`src/rtl/if_fetch_pkg.sv`:
```
// Shared definitions for the fetch stage: bus widths, pipeline hold codes,
// the canonical NOP encoding and the fetch FSM state type.
package if_fetch_pkg;

    localparam int HOLD_BUS = 3;
    localparam int DATA_BUS = 32;
    localparam int ADDR_BUS = 32;

    localparam logic [DATA_BUS-1:0] INST_NOP = 32'h0000_0013;

    typedef enum logic [HOLD_BUS-1:0] {
        HOLD_NONE = 3'd0,
        HOLD_PC   = 3'd1,
        HOLD_IF   = 3'd2,
        HOLD_ID   = 3'd3,
        HOLD_PPL  = 3'd4
    } hold_e;

    typedef enum logic [1:0] {
        FETCH_IDLE,
        FETCH_REQ,
        FETCH_WAIT
    } fetch_state_e;

endpackage

```
`src/rtl/fetch_skid.sv`:
```
// One-entry skid buffer: holds a fetched instruction and its PC while the
// output register is stalled. Flush has priority over push and pop.
module fetch_skid
    import if_fetch_pkg::*;
(
    input  logic                clk,
    input  logic                rst_n,
    input  logic                flush,
    input  logic                push,
    input  logic                pop,
    input  logic [DATA_BUS-1:0] push_data,
    input  logic [ADDR_BUS-1:0] push_addr,
    output logic                full,
    output logic [DATA_BUS-1:0] data,
    output logic [ADDR_BUS-1:0] addr
);

    logic                full_reg;
    logic [DATA_BUS-1:0] data_reg;
    logic [ADDR_BUS-1:0] addr_reg;

    always_ff @(posedge clk or negedge rst_n) begin
        if (!rst_n) begin
            full_reg <= 1'b0;
            data_reg <= INST_NOP;
            addr_reg <= '0;
        end else if (flush) begin
            full_reg <= 1'b0;
        end else if (push) begin
            full_reg <= 1'b1;
            data_reg <= push_data;
            addr_reg <= push_addr;
        end else if (pop) begin
            full_reg <= 1'b0;
        end
    end

    assign full = full_reg;
    assign data = data_reg;
    assign addr = addr_reg;

endmodule

```
`src/rtl/if_fetch.sv`:
```
// Instruction fetch stage: owns the PC, runs a single-outstanding req/gnt/rvalid
// bus master and presents one instruction per cycle to the IF/ID register.
module if_fetch
    import if_fetch_pkg::*;
#(
    parameter logic [ADDR_BUS-1:0] RESET_PC = 32'h0000_0000,
    parameter logic [DATA_BUS-1:0] NOP_INST = INST_NOP
) (
    input  logic                clk,
    input  logic                rst_n,
    input  logic [HOLD_BUS-1:0] hold_flag,
    input  logic                jump_flag,
    input  logic [ADDR_BUS-1:0] jump_addr,
    output logic                ibus_req,
    output logic [ADDR_BUS-1:0] ibus_addr,
    input  logic                ibus_gnt,
    input  logic                ibus_rvalid,
    input  logic [DATA_BUS-1:0] ibus_rdata,
    output logic [DATA_BUS-1:0] IF_inst_data,
    output logic [ADDR_BUS-1:0] IF_inst_addr,
    output logic                IF_inst_valid
);

    fetch_state_e        state_reg;
    logic [ADDR_BUS-1:0] pc_reg, pc_next;
    logic                outstanding_reg;
    logic                drop_reg, drop_next;
    logic                req_reg;
    logic [ADDR_BUS-1:0] req_addr_reg;
    logic [DATA_BUS-1:0] out_data_reg;
    logic [ADDR_BUS-1:0] out_addr_reg;
    logic                out_valid_reg;

    logic                stall_out, stop_issue, can_issue;
    logic                granted, resp_done, resp_take, out_free;
    logic                skid_full, skid_push, skid_pop;
    logic [DATA_BUS-1:0] skid_data;
    logic [ADDR_BUS-1:0] skid_addr;

    assign stall_out  = (hold_flag == HOLD_IF) || (hold_flag == HOLD_ID) || (hold_flag == HOLD_PPL);
    assign stop_issue = stall_out || (hold_flag == HOLD_PC);
    assign can_issue  = !stop_issue && !skid_full;

    assign granted   = (state_reg == FETCH_REQ) && ibus_gnt;
    assign resp_done = ibus_rvalid && outstanding_reg;
    // A response that lands together with a jump belongs to the old path.
    assign resp_take = resp_done && !drop_reg && !jump_flag;
    assign out_free  = !out_valid_reg || !stall_out;
    assign skid_push = resp_take && !out_free;
    assign skid_pop  = skid_full && !stall_out && !jump_flag;

    // A grant whose request was overtaken by a jump must not advance the new PC.
    always_comb begin
        pc_next = pc_reg;
        if (jump_flag)
            pc_next = jump_addr;
        else if (granted && !drop_reg)
            pc_next = pc_reg + 32'd4;
    end

    always_comb begin
        drop_next = drop_reg && !resp_done;
        if (jump_flag && ((state_reg == FETCH_REQ) || (outstanding_reg && !ibus_rvalid)))
            drop_next = 1'b1;
    end

    always_ff @(posedge clk or negedge rst_n) begin
        if (!rst_n) begin
            state_reg       <= FETCH_IDLE;
            pc_reg          <= RESET_PC;
            req_reg         <= 1'b0;
            req_addr_reg    <= RESET_PC;
            outstanding_reg <= 1'b0;
            drop_reg        <= 1'b0;
        end else begin
            pc_reg   <= pc_next;
            drop_reg <= drop_next;
            case (state_reg)
                FETCH_IDLE: begin
                    if (can_issue) begin
                        state_reg    <= FETCH_REQ;
                        req_reg      <= 1'b1;
                        req_addr_reg <= pc_next;
                    end
                end
                FETCH_REQ: begin
                    if (ibus_gnt) begin
                        state_reg       <= FETCH_WAIT;
                        req_reg         <= 1'b0;
                        outstanding_reg <= 1'b1;
                    end
                end
                FETCH_WAIT: begin
                    if (ibus_rvalid) begin
                        outstanding_reg <= 1'b0;
                        if (can_issue) begin
                            state_reg    <= FETCH_REQ;
                            req_reg      <= 1'b1;
                            req_addr_reg <= pc_next;
                        end else begin
                            state_reg <= FETCH_IDLE;
                        end
                    end
                end
                default: begin
                    state_reg <= FETCH_IDLE;
                    req_reg   <= 1'b0;
                end
            endcase
        end
    end

    // Output register; req_addr_reg still holds the address of the response in flight.
    always_ff @(posedge clk or negedge rst_n) begin
        if (!rst_n) begin
            out_data_reg  <= NOP_INST;
            out_addr_reg  <= '0;
            out_valid_reg <= 1'b0;
        end else if (jump_flag) begin
            out_data_reg  <= NOP_INST;
            out_valid_reg <= 1'b0;
        end else if (skid_pop) begin
            out_data_reg  <= skid_data;
            out_addr_reg  <= skid_addr;
            out_valid_reg <= 1'b1;
        end else if (resp_take && out_free) begin
            out_data_reg  <= ibus_rdata;
            out_addr_reg  <= req_addr_reg;
            out_valid_reg <= 1'b1;
        end else if (!stall_out) begin
            out_data_reg  <= NOP_INST;
            out_valid_reg <= 1'b0;
        end
    end

    fetch_skid u_skid (
        .clk       (clk),
        .rst_n     (rst_n),
        .flush     (jump_flag),
        .push      (skid_push),
        .pop       (skid_pop),
        .push_data (ibus_rdata),
        .push_addr (req_addr_reg),
        .full      (skid_full),
        .data      (skid_data),
        .addr      (skid_addr)
    );

    assign ibus_req      = req_reg;
    assign ibus_addr     = req_addr_reg;
    assign IF_inst_data  = out_data_reg;
    assign IF_inst_addr  = out_addr_reg;
    assign IF_inst_valid = out_valid_reg;

endmodule

```
`config.mk`:
```
export PLATFORM = sky130hd
export DESIGN_NAME = if_fetch
export DESIGN_NICKNAME = d
export VERILOG_FILES = /design/src/rtl/if_fetch_pkg.sv /design/src/rtl/fetch_skid.sv /design/src/rtl/if_fetch.sv
export SDC_FILE = /design/constraint.sdc
export NUM_CORES = 1
export LEC_CHECK = 0
export ABC_AREA = 1
export CORE_UTILIZATION = 52
export CTS_CLUSTER_DIAMETER = 200
export DETAILED_ROUTE_END_ITERATION = 8
export PLACE_DENSITY = 0.8
export SLEW_MARGIN = 20
export SYNTH_ARGS = -nofsm -noshare
export SYNTH_HDL_FRONTEND = slang
export SYNTH_SLANG_ARGS = --single-unit
```
`constraint.sdc`:
```
create_clock -name clk -period 2 [get_ports clk]
set_input_delay 0.3 -clock clk [delete_from_list [all_inputs] [get_ports clk]]
set_output_delay 0.3 -clock clk [all_outputs]
set_load 0.02 [all_outputs]
```
# --- Yosys cells after proc, flatten, opt, wreduce, memory -nomap -nowiden ---
# Cells that the tools add are included.
classes:
  addsub: 1
  n_eq_ne: 10
  mux: 31
  bitwise_logic: 1
  n_reduce_logical: 38
ops:
  columns: ["op", "n"]
  rows:
  - ["$mux W32", 10]
  - ["$pmux W32 S2", 1]
  - ["$add A32 B3 Y32 const B", 1]
  - ["$mux W1", 14]
  - ["$logic_and A1 B1 Y1", 13]
  - ["$logic_not A1 Y1", 9]
  - ["$reduce_and A2 Y1", 4]
  - ["$eq A3 B2 Y1 const B", 2]
  - ["$mux W2", 3]
  - ["$ne A2 B2 Y1 const B", 3]
  - ["$pmux W2 S3", 1]
  - ["$reduce_and A3 Y1", 2]
  - ["$reduce_bool A2 Y1", 3]
  - ["$logic_or A1 B1 Y1", 5]
  - ["$ne A4 B2 Y1 const B", 1]
  - ["$eq A3 B1 Y1 const B", 1]
  - ["$eq A3 B3 Y1 const B", 1]
  - ["$pmux W1 S3", 1]
  - ["$reduce_bool A3 Y1", 1]
  - ["$eq A2 B1 Y1 const B", 1]
  - ["$eq A2 B2 Y1 const B", 1]
  - ["$logic_not A2 Y1", 1]
  - ["$pmux W1 S2", 1]
  - ["$not A1 Y1", 1]
word_totals:
  regBits: 199
  word_cells: 93

# --- Logic depth before layout (Yosys ltp) ---
# Gate-level depths: netlist of the first run.
depth:
  word_depth: 9
  mapped_depth: 11
  depth_no_buf: 11

# --- Hierarchy ---
# Synthesis of the first run repeated with hierarchy kept, for this count alone.
unflattened:
  hier_cells: 1082
  area_unflattened_um2: 9053.7
by_module_without_submodules:
  columns: ["module", "instances", "cells_per_inst", "area_per_inst_um2"]
  rows:
  - ["if_fetch", 1, 799, 6462.4]
  - ["fetch_skid", 1, 283, 2591.2]

# --- Least setup slack after synthesis of the first run ---
# OpenSTA, ideal clock, no wires.
synth_timing:
  kind: "register to register"
  start: "reg pc_reg[2]"
  end: "reg pc_reg[30]"
  setup_ps: 119
  arrival_time_ps: 1377
  t_required_ps: 1881
  slack_ps: 504
  path_stages_with_launch: 10
  n_path_buf: 0
  period_less_slack_ps: 1496
  path_cell_list: "dfrtp_1 -> ha_1 -> nand3_1 -> nor2_1 -> nand3_4 -> nor2_4 -> nand2_1 -> nand2_1 -> nand3_1 -> and2_1"
synth_between:
  elab_chain_len: 3
synth_rtl:
  columns: ["item", "line", "source"]
  rows:
  - ["start, declared", "if_fetch.sv:25", "logic [ADDR_BUS-1:0] pc_reg, pc_next;"]
  - ["start signal, assigned", "if_fetch.sv:76", "pc_reg <= pc_next;"]
  - ["$add A32 B3 Y32", "if_fetch.sv:58", "pc_next = pc_reg + 32'd4;"]
  - ["$mux W32", "if_fetch.sv:57", "else if (granted && !drop_reg)"]
  - ["$mux W32", "if_fetch.sv:55", "if (jump_flag)"]
  - ["net pc_next[30]", "if_fetch.sv:25", null]
# The timed path passes the listed nets, and every way through them passes these cells.
# A chain may end at the register's enable or synchronous reset.

# --- Worst setup path in the final report of the first run ---
layout_timing:
  start: "reg out_data_reg[0], in the netlist IF_inst_data[0]"
  end: "out IF_inst_data[0]"
layout_rtl:
  columns: ["item", "line", "source"]
  rows:
  - ["start, declared", "if_fetch.sv:30", "logic [DATA_BUS-1:0] out_data_reg;"]
  - ["start signal, assigned", "if_fetch.sv:123", "out_data_reg <= skid_data;"]
  - ["start signal, assigned", "if_fetch.sv:127", "out_data_reg <= ibus_rdata;"]
  - ["end, declared", "if_fetch.sv:19", "output logic [DATA_BUS-1:0] IF_inst_data,"]
# No word-level cell between the ends.

==> results of run 1 <==
logic make-up (layout without fill, tap and decap cells):
family | count (synthesis) | count (layout)
xor gates and xnor gates | 12 | 12
buffers and inverters | 126 | 323
muxes | 31 | 31
and+or+nand+nor | 466 | 466
AOI/OAI and AO/OA | 157 | 157
DFF | 199 | 199
adders and majority gates | 1 | 1
repair_timing:
| action | CTS | global route |
|---|---|---|
| endpoints found under the setup margin | 0 | 0 |
| endpoints found under the hold margin | 50 | 0 |
| hold buffers | 1 | 0 |
final cells by class:
| cell class | count | area share |
|---|---|---|
| flip-flops and latches | 199 | 0.4220 |
| multi-input cells | 667 | 0.2919 |
| repair buffers | 216 | 0.1894 |
| clock buffers | 22 | 0.04013 |
| inverters | 75 | 0.02382 |
| well taps | 220 | 0.02329 |
| clock inverters | 10 | 0.009423 |
report_power, final:
part	switching, mW	internal [mW]	total (mW)
logic	2.67	2.30	4.97
registers	0.998	5.29	6.29
clock network	1.54	1.85	3.40
cell usage in the layout, fill, tap and decap left out, types with 4 or more instances in the layout:
| cell type | netlist | final |
|---|---|---|
| nand2_1 | 231 | 231 |
| dfrtp_1 | 193 | 193 |
| clkdlybuf4s50_1 | 0 | 168 |
| nand3_1 | 89 | 89 |
| nor2_1 | 89 | 89 |
| inv_1 | 68 | 68 |
| o21ai_0 | 54 | 54 |
| a21oi_1 | 41 | 41 |
| buf_4 | 10 | 31 |
| mux2_2 | 25 | 25 |
| o211ai_1 | 18 | 18 |
| clkbuf_16 | 0 | 17 |
| buf_12 | 0 | 15 |
| nor3_1 | 14 | 14 |
| or2_2 | 14 | 14 |
| o22ai_1 | 13 | 13 |
| o21ai_1 | 12 | 12 |
| inv_2 | 7 | 7 |
| xor2_1 | 7 | 7 |
| dfstp_2 | 6 | 6 |
| o21bai_1 | 6 | 6 |
| mux2_1 | 6 | 6 |
| nand3b_1 | 5 | 5 |
| and2_1 | 5 | 5 |
| a21boi_1 | 5 | 5 |
| xnor2_1 | 5 | 5 |
| nand4_1 | 4 | 4 |
| clkbuf_8 | 0 | 4 |
how the worst max path moves through the flow:
stage	from	endpoint	slack (ns)	cells after the start
2_1_floorplan	pc_reg[2]	pc_reg[30]	0.50	9
3_5_place_dp	jump_flag	IF_inst_data[12]	-0.19	6
4_1_cts	IF_inst_data[0]	IF_inst_data[0]	0.12	1
5_1_grt	pc_reg[2]	ibus_addr[26]	0.04	10
3_3_place_gp	jump_flag	IF_inst_data[20]	-0.11	6
6_report	IF_inst_data[0]	IF_inst_data[0]	0.14	1
metrics by stage:
stage / worst slack, ns / instances / util / setup TNS [ns]
after CTS: 0.1226 / 1409 / 0.7076 / 0
final: 0.1446 / 1409 / 0.7076 / 0
after global routing: 0.03686 / 1409 / 0.7076 / 0
after detailed placement: -0.1878 / 1376 / 0.6719 / -6.220
after floorplan: 0.5040 / 992 / - / 0
after global placement: -0.1085 / 1376 / 0.6719 / -3.105
per-layer routing:
layer / up-vias / wire length [um] / global-route usage
met5: - / 0 / 0
met4: 0 / 481 / 0.09091
met3: 32 / 1595 / 0.05099
met2: 312 / 11400 / 0.4502
met1: 3707 / 9873 / 0.3679
li1: 3616 / - / -
==> flow_summary.yaml, run 1 <==
timing:
  slew_headroom: 0.6439
  period_needed_ns: 1.855
  finClkSkew_ns: 0.007527
  worst_pin_slew_ns: 0.5334
  min_period_over_period: 0.9277
  rsz0062_at_grt: "no"
  max_freq_mhz: 539.0
  finalSetupViolations: 0
  finalHoldViolations: 0
  whs_ns: 0.4219
  drv_slew: 0
synthesis:
  yosys_warnings: 0
  synth_edf_count: 0
  ys_seq_area_frac: 0.5560
  netlist.area_leader.share: 0.5384
  async_reset_ff_frac: 1.000
  postSynthCellCount: 992
  synth-simple-area-share: 0.2313
  syn_area_per_cell_um2: 9.042
  synth_fp_nets: 1065
  synthFlopType: "dfrtp_1"
  synth_mux_area_frac: 0.03892
  yosysMostFrequentCell: "nand2_1"
  synth_compound_area_frac: 0.09973
  ys_ff_latch: 199
  synth_area_leader_cell: "dfrtp_1"
  synth_adder_area_share: 0.001395
  synth_top_family_by_area: "simple AND/OR/NAND/NOR gates"
  syn-cell-area_mm2: 0.008970
  synth_area_leaders: "dfrtp_1, nand2_1, nand3_1"
  synth_common_cells: "nand2_1, dfrtp_1, nand3_1, nor2_1, inv_1"
  synthXorXnorAreaFrac: 0.01172
  yosysUniqueCellTypes: 41
drt:
  routed_wl_um: 23350
  remaining_drc_errors: 0
  drt_iter0_drc: 564
  drt_first_pass_iters: 6
  drt.antenna.violating_nets: 0
  via_count: 7667
  routedWlPerCell_um: 16.57
  vias_per_cell: 5.441
outcome:
  status: "finished clean"
power:
  ir_worst_vdd_v: 0.0009346
  p_leak_nw: 5.411
  p_total_mw: 14.65
  power_density_mw_per_mm2: 1240
setup_path:
  cp_top_family: "buffers and inverters"
  cp_num_buf_inv: 1
  reg2reg_depth: 10
  cp-start-kind: "flop"
  crit_type: "reg2out"
  reg2reg_setup_slack_ns: 0.17
  worst-path-max-fanout: 2
  r2r-end: "ibus_addr[26]"
  cp.arrival_ns: 1.56
  path_cells: "clkdlybuf4s50_1"
  end_kind: "output pin"
  cp.required_ns: 1.70
  r2r_start: "pc_reg[2]"
  cp_slowest_cell: "clkdlybuf4s50_1"
  critical-path-max-stage-delay_ns: 0.59
layout:
  syn_to_final_growth_pct: 31.75
  final_area_mm2: 0.01182
  insertedDiodeCount: 0
  fill_cells: 1264
  multiInputGateArea_mm2: 0.003450
  regArea_mm2: 0.004987
  drive_gt1_frac: 0.1228
  final_nets: 1249
hold_path:
  hold_class: "in2async"
clock_network:
  post_cts_buffers: 0
  root_buffer: "clkbuf_16"
  cts_resized: 0
  clkLatencyLatePin_ns: 0.43
  cts_max_path_buffers: 2
  cts-buffers-inserted: 17
  clk_pin_slew_ns: 0.07
  cts_tree: "built"
  htree_levels: 4
  clock-sinks: 199
place:
  dpl.hpwl_um: 16580
  io_buffers: 169
  gp_congestion: 0.9229
  place_area_mm2: 0.01122
global_routing:
  grt_max_degree: 60
  first_global_vias: 7388
  antenna_found_initial: 0
  grt_overflow: 0
  grt_pass1_wl_um: 37670
  grtUsageTotal: 0.2740
floorplan:
  initial_core_util: 0.5371
  die_area_mm2: 0.01778
  chipHeight_um: 133.3
  core_mm2: 0.01670
  num_io_pins: 170
  die_w_um: 133.3
  placementRows: 47
run:
  drv_cap: 0
Note: power is estimated with default switching activity, not from simulation.
==> inputs of run 2 (changes only) <==
--- a/config.mk
+++ b/config.mk
@@ -6,11 +6,12 @@
 export NUM_CORES = 1
 export LEC_CHECK = 0
 export ABC_AREA = 1
-export CORE_UTILIZATION = 52
+export CORE_UTILIZATION = 50
 export CTS_CLUSTER_DIAMETER = 200
 export DETAILED_ROUTE_END_ITERATION = 8
-export PLACE_DENSITY = 0.8
+export PLACE_DENSITY = 0.77
 export SLEW_MARGIN = 20
 export SYNTH_ARGS = -nofsm -noshare
 export SYNTH_HDL_FRONTEND = slang
 export SYNTH_SLANG_ARGS = --single-unit
+export TNS_END_PERCENT = 1
==> flow_summary.yaml, run 2 (synthesized netlist as in run 1, its figures left out) <==
setup_path:
  cp_slowest_cell: "clkdlybuf4s50_1"
  worst-path-max-fanout: 4
  cp.required_ns: 1.70
  end_kind: "output pin"
  cp-start-kind: "flop"
  cp_num_buf_inv: 1
  reg2reg_depth: 8
  crit_type: "reg2out"
  cp_top_family: "buffers and inverters"
  cp.arrival_ns: 1.60
  path_cells: "clkdlybuf4s50_1"
  reg2reg_setup_slack_ns: 0.20
  cp_num_cells: 1
  critical-path-max-stage-delay_ns: 0.66
drt:
  routed_wl_um: 24080
  routedWlPerCell_um: 17.06
  drt.antenna.violating_nets: 0
  via_count: 7566
  drt_iter0_drc: 550
  drt_first_pass_iters: 5
  remaining_drc_errors: 0
  vias_per_cell: 5.358
global_routing:
  grt_max_degree: 52
  grt_overflow: 0
  first_global_vias: 7489
  antenna_found_initial: 0
  grtUsageTotal: 0.2763
  grt_pass1_wl_um: 38570
place:
  dpl.hpwl_um: 16990
  place_area_mm2: 0.01124
  dp_cells: 1379
  gp_congestion: 0.9450
  pre_cts_slack_ns: -0.1045
  io_buffers: 169
layout:
  syn_to_final_growth_pct: 32.74
  final_common_cell: "nand2_1"
  final_area_mm2: 0.01191
  drive_gt1_frac: 0.1222
  final_nets: 1247
  layoutNonFillerInstCount: 1412
  mostFrequentLayoutCells: "nand2_1, dfrtp_1, clkdlybuf4s50_1"
  insertedDiodeCount: 0
timing:
  period_needed_ns: 1.896
  max_freq_mhz: 527.4
  finalSetupViolations: 0
  finalHoldViolations: 0
  setup_ws_ns: 0.1039
  min_period_over_period: 0.9480
  setup_tns_ns: 0
  rsz0062_at_grt: "no"
  slew_headroom: 0.6874
  drv_slew: 0
  worst_pin_slew_ns: 0.4689
  finClkSkew_ns: 0.01150
floorplan:
  core_mm2: 0.01742
  placementRows: 48
  num_io_pins: 170
  chipHeight_um: 135.9
  die_area_mm2: 0.01848
  initial_core_util: 0.5150
  die_w_um: 135.9
power:
  p_leak_nw: 5.435
  ir_worst_vdd_v: 0.0008944
  p_total_mw: 15.08
  power_density_mw_per_mm2: 1267
clock_network:
  clkLatencyLatePin_ns: 0.44
  cts_max_path_buffers: 2
  cts_resized: 0
  cts_tree: "built"
  root_buffer: "clkbuf_16"
  clock-sinks: 199
  htree_levels: 4
  cts-buffers-inserted: 17
  clk_pin_slew_ns: 0.07
run:
  drv_cap: 0
hold_path:
  hold_class: "in2async"
outcome:
  status: "finished clean"
run 2: cell types whose count changed in the layout (fill, tap and decap cells not counted):
cell,before,now
buf_4,31,27
bufinv_16,1,5
clkinv_2,0,3
buf_12,15,17
clkinv_4,2,0
inv_6,3,1
inv_8,2,0
clkbuf_1,2,1
clkbuf_8,4,3
clkinvlp_4,2,3
nor2_2,3,2
nor2_4,2,3
run 2: through the flow:
| stage | utilization | hold slack (ns) |
|---|---|---|
| floorplan | - | 0.004409 |
| global placement | 0.6455 | 0.2923 |
| detailed placement | 0.6455 | 0.2949 |
| CTS | 0.6836 | 0.3930 |
| global route | 0.6836 | 0.4183 |
| finish | 0.6836 | 0.3748 |
run 2: area by class of cell:
cell class              count  area [um^2]
inverters                  75        281.5
clock inverters            12        196.4
flip-flops and latches    199         4987
clock buffers              20        456.7
multi-input cells         667         3455
repair buffers            214         2248
well taps                 225        281.5
fillers                  1350         5510
run 2: worst paths after layout:
path                               start               to
max                        ibus_addr[20]    ibus_addr[20]
min                                rst_n     state_reg[0]
max reg2reg                    pc_reg[5]    ibus_addr[11]
min reg2reg                    pc_reg[1]        pc_reg[1]
max in group asynchronous          rst_n  IF_inst_data[1]
min in group clk            jump_addr[1]        pc_reg[1]
run 2: per-layer routing:
| layer | vias up | part of all wire | GRT usage |
|---|---|---|---|
| met5 | - | 0 | 0 |
| met1 | 3660 | 0.43 | 0.3680 |
| met2 | 259 | 0.48 | 0.4419 |
| met3 | 39 | 0.062 | 0.05667 |
| li1 | 3608 | - | - |
| met4 | 0 | 0.029 | 0.1117 |
run 2: repair_timing:
item / in CTS / in global routing
setup buffers: 0 / 0
endpoints found under the setup margin: 0 / 0
hold buffers: 1 / 0
hold endpoints to repair: 44 / 0
run 2: where the power goes:
group | total, mW | internal [mW] | switching (mW)
Combinational | 4.97 | 2.28 | 2.69
Sequential | 6.30 | 5.29 | 1.01
Clock | 3.81 | 2.28 | 1.53
Total | 15.1 | 9.86 | 5.23
==> inputs of run 3 (changes only) <==
--- a/config.mk
+++ b/config.mk
@@ -6,6 +6,7 @@
 export NUM_CORES = 1
 export LEC_CHECK = 0
 export ABC_AREA = 1
+export CORE_MARGIN = 3
 export CORE_UTILIZATION = 50
 export CTS_CLUSTER_DIAMETER = 200
 export DETAILED_ROUTE_END_ITERATION = 8
==> flow_summary.yaml, run 3 (synthesized netlist as in run 1, its figures left out) <==
setup_path:
  end_kind: "output pin"
  cp-start-kind: "flop"
  cp_slowest_cell: "clkdlybuf4s50_1"
  cp_top_family: "buffers and inverters"
  cp_num_buf_inv: 1
  worst-path-max-fanout: 4
  crit_type: "reg2out"
  critical-path-max-stage-delay_ns: 0.69
  path_cells: "clkdlybuf4s50_1"
  cp.arrival_ns: 1.57
  cp.required_ns: 1.70
global_routing:
  first_global_vias: 7512
  antenna_found_initial: 0
  grt_pass1_wl_um: 39400
  grt_max_degree: 63
  grt_overflow: 0
  grtUsageTotal: 0.2525
drt:
  via_count: 7607
  remaining_drc_errors: 0
  drt_iter0_drc: 481
  vias_per_cell: 5.350
  drt.antenna.violating_nets: 0
  routed_wl_um: 24420
  drt_first_pass_iters: 5
  routedWlPerCell_um: 17.17
floorplan:
  core_mm2: 0.01742
  initial_core_util: 0.5150
  num_io_pins: 170
  chipHeight_um: 139.9
  die_w_um: 139.9
  placementRows: 48
  die_area_mm2: 0.01958
power:
  ir_worst_vdd_v: 0.0009471
  power_density_mw_per_mm2: 1253
  p_leak_nw: 5.459
outcome:
  status: "finished clean"
clock_network:
  clkLatencyLatePin_ns: 0.43
  htree_levels: 4
  clock-sinks: 199
  clk_pin_slew_ns: 0.07
  cts_tree: "built"
  cts_resized: 0
  cts-buffers-inserted: 17
  root_buffer: "clkbuf_16"
  cts_max_path_buffers: 2
hold_path:
  hold_class: "in2async"
timing:
  min_period_over_period: 0.9363
  max_freq_mhz: 534.0
  drv_slew: 0
  finClkSkew_ns: 0.005184
  slew_headroom: 0.6479
  setup_ws_ns: 0.1274
  period_needed_ns: 1.873
  finalSetupViolations: 0
  worst_pin_slew_ns: 0.5281
  rsz0062_at_grt: "no"
  finalHoldViolations: 0
  setup_tns_ns: 0
layout:
  regArea_mm2: 0.004987
  multiInputGateArea_mm2: 0.003450
  final_nets: 1258
  final_area_mm2: 0.01193
  fill_cells: 1364
  drive_gt1_frac: 0.1303
  syn_to_final_growth_pct: 32.96
  insertedDiodeCount: 0
  mostFrequentLayoutCells: "nand2_1, dfrtp_1, clkdlybuf4s50_1"
  final_common_cell: "nand2_1"
place:
  place_area_mm2: 0.01131
  gp_congestion: 0.9309
  io_buffers: 169
  pre_cts_slack_ns: -0.1478
  dpl.hpwl_um: 17530
run:
  drv_cap: 0
==> run 3: changes by cell type in the layout (fill, tap and decap cells not counted) <==
cell,before,now
clkinvlp_4,3,4
nor2_4,3,2
clkbuf_1,1,0
clkinv_2,3,1
inv_6,1,5
buf_4,27,39
clkbuf_8,3,2
buf_12,17,16
nor2_2,2,3
bufinv_16,5,3
==> run 3: final cells by class <==
type | count | area share
Clock buffer | 18 | 0.03682
Clock inverter | 13 | 0.01416
Inverter | 75 | 0.02360
Multi-Input combinational cell | 667 | 0.2892
Sequential cell | 199 | 0.4182
Tap cell | 225 | 0.02360
Timing Repair Buffer | 225 | 0.1944
==> run 3: through the flow <==
stage                     utilization  power, mW  hold WS, ns  std cells
after floorplan                     -      8.675     0.004409        992
after global placement         0.6493      11.32       0.3207       1390
after detailed placement       0.6493      11.44       0.3207       1390
after CTS                      0.6848      15.05       0.4206       1422
after global routing           0.6848      15.75       0.4259       1422
final                          0.6848      14.94       0.4090       1422
==> run 3: per-layer routing <==
metal	vias up	global-route usage	routed length (um)
met3	33	0.04473	1389
li1	3630	-	-
met2	267	0.4224	12070
met4	0	0.07700	530
met5	-	0	0
met1	3677	0.3395	10430
==> run 3: repair_timing <==
item                                   CTS  global route
hold buffers                             1             0
buffers inserted                         0             0
endpoints found under the hold margin   56             0
==> run 3: worst paths after layout <==
check                                    start          endpoint  slack (ns)  cells after the start
worst max-delay path             ibus_addr[19]     ibus_addr[19]        0.13                      1
worst min-delay path                     rst_n  IF_inst_data[28]        0.41                      2
worst max register to register       pc_reg[2]     ibus_addr[10]        0.27                     10
worst min register to register  u_skid.data[4]   IF_inst_data[4]        0.47                      2
max in group asynchronous                rst_n    u_skid.data[0]        0.85                      3
min in group clk                  jump_addr[1]         pc_reg[1]        0.44                      3
==> run 3: where the power goes <==
part | leakage (nW) | total [mW] | internal [mW] | switching, mW
logic | 2.74 | 5.11 | 2.38 | 2.73
clock network | 0.286 | 3.55 | 2.01 | 1.54
registers | 2.43 | 6.28 | 5.29 | 0.989
total | 5.46 | 14.9 | 9.68 | 5.26
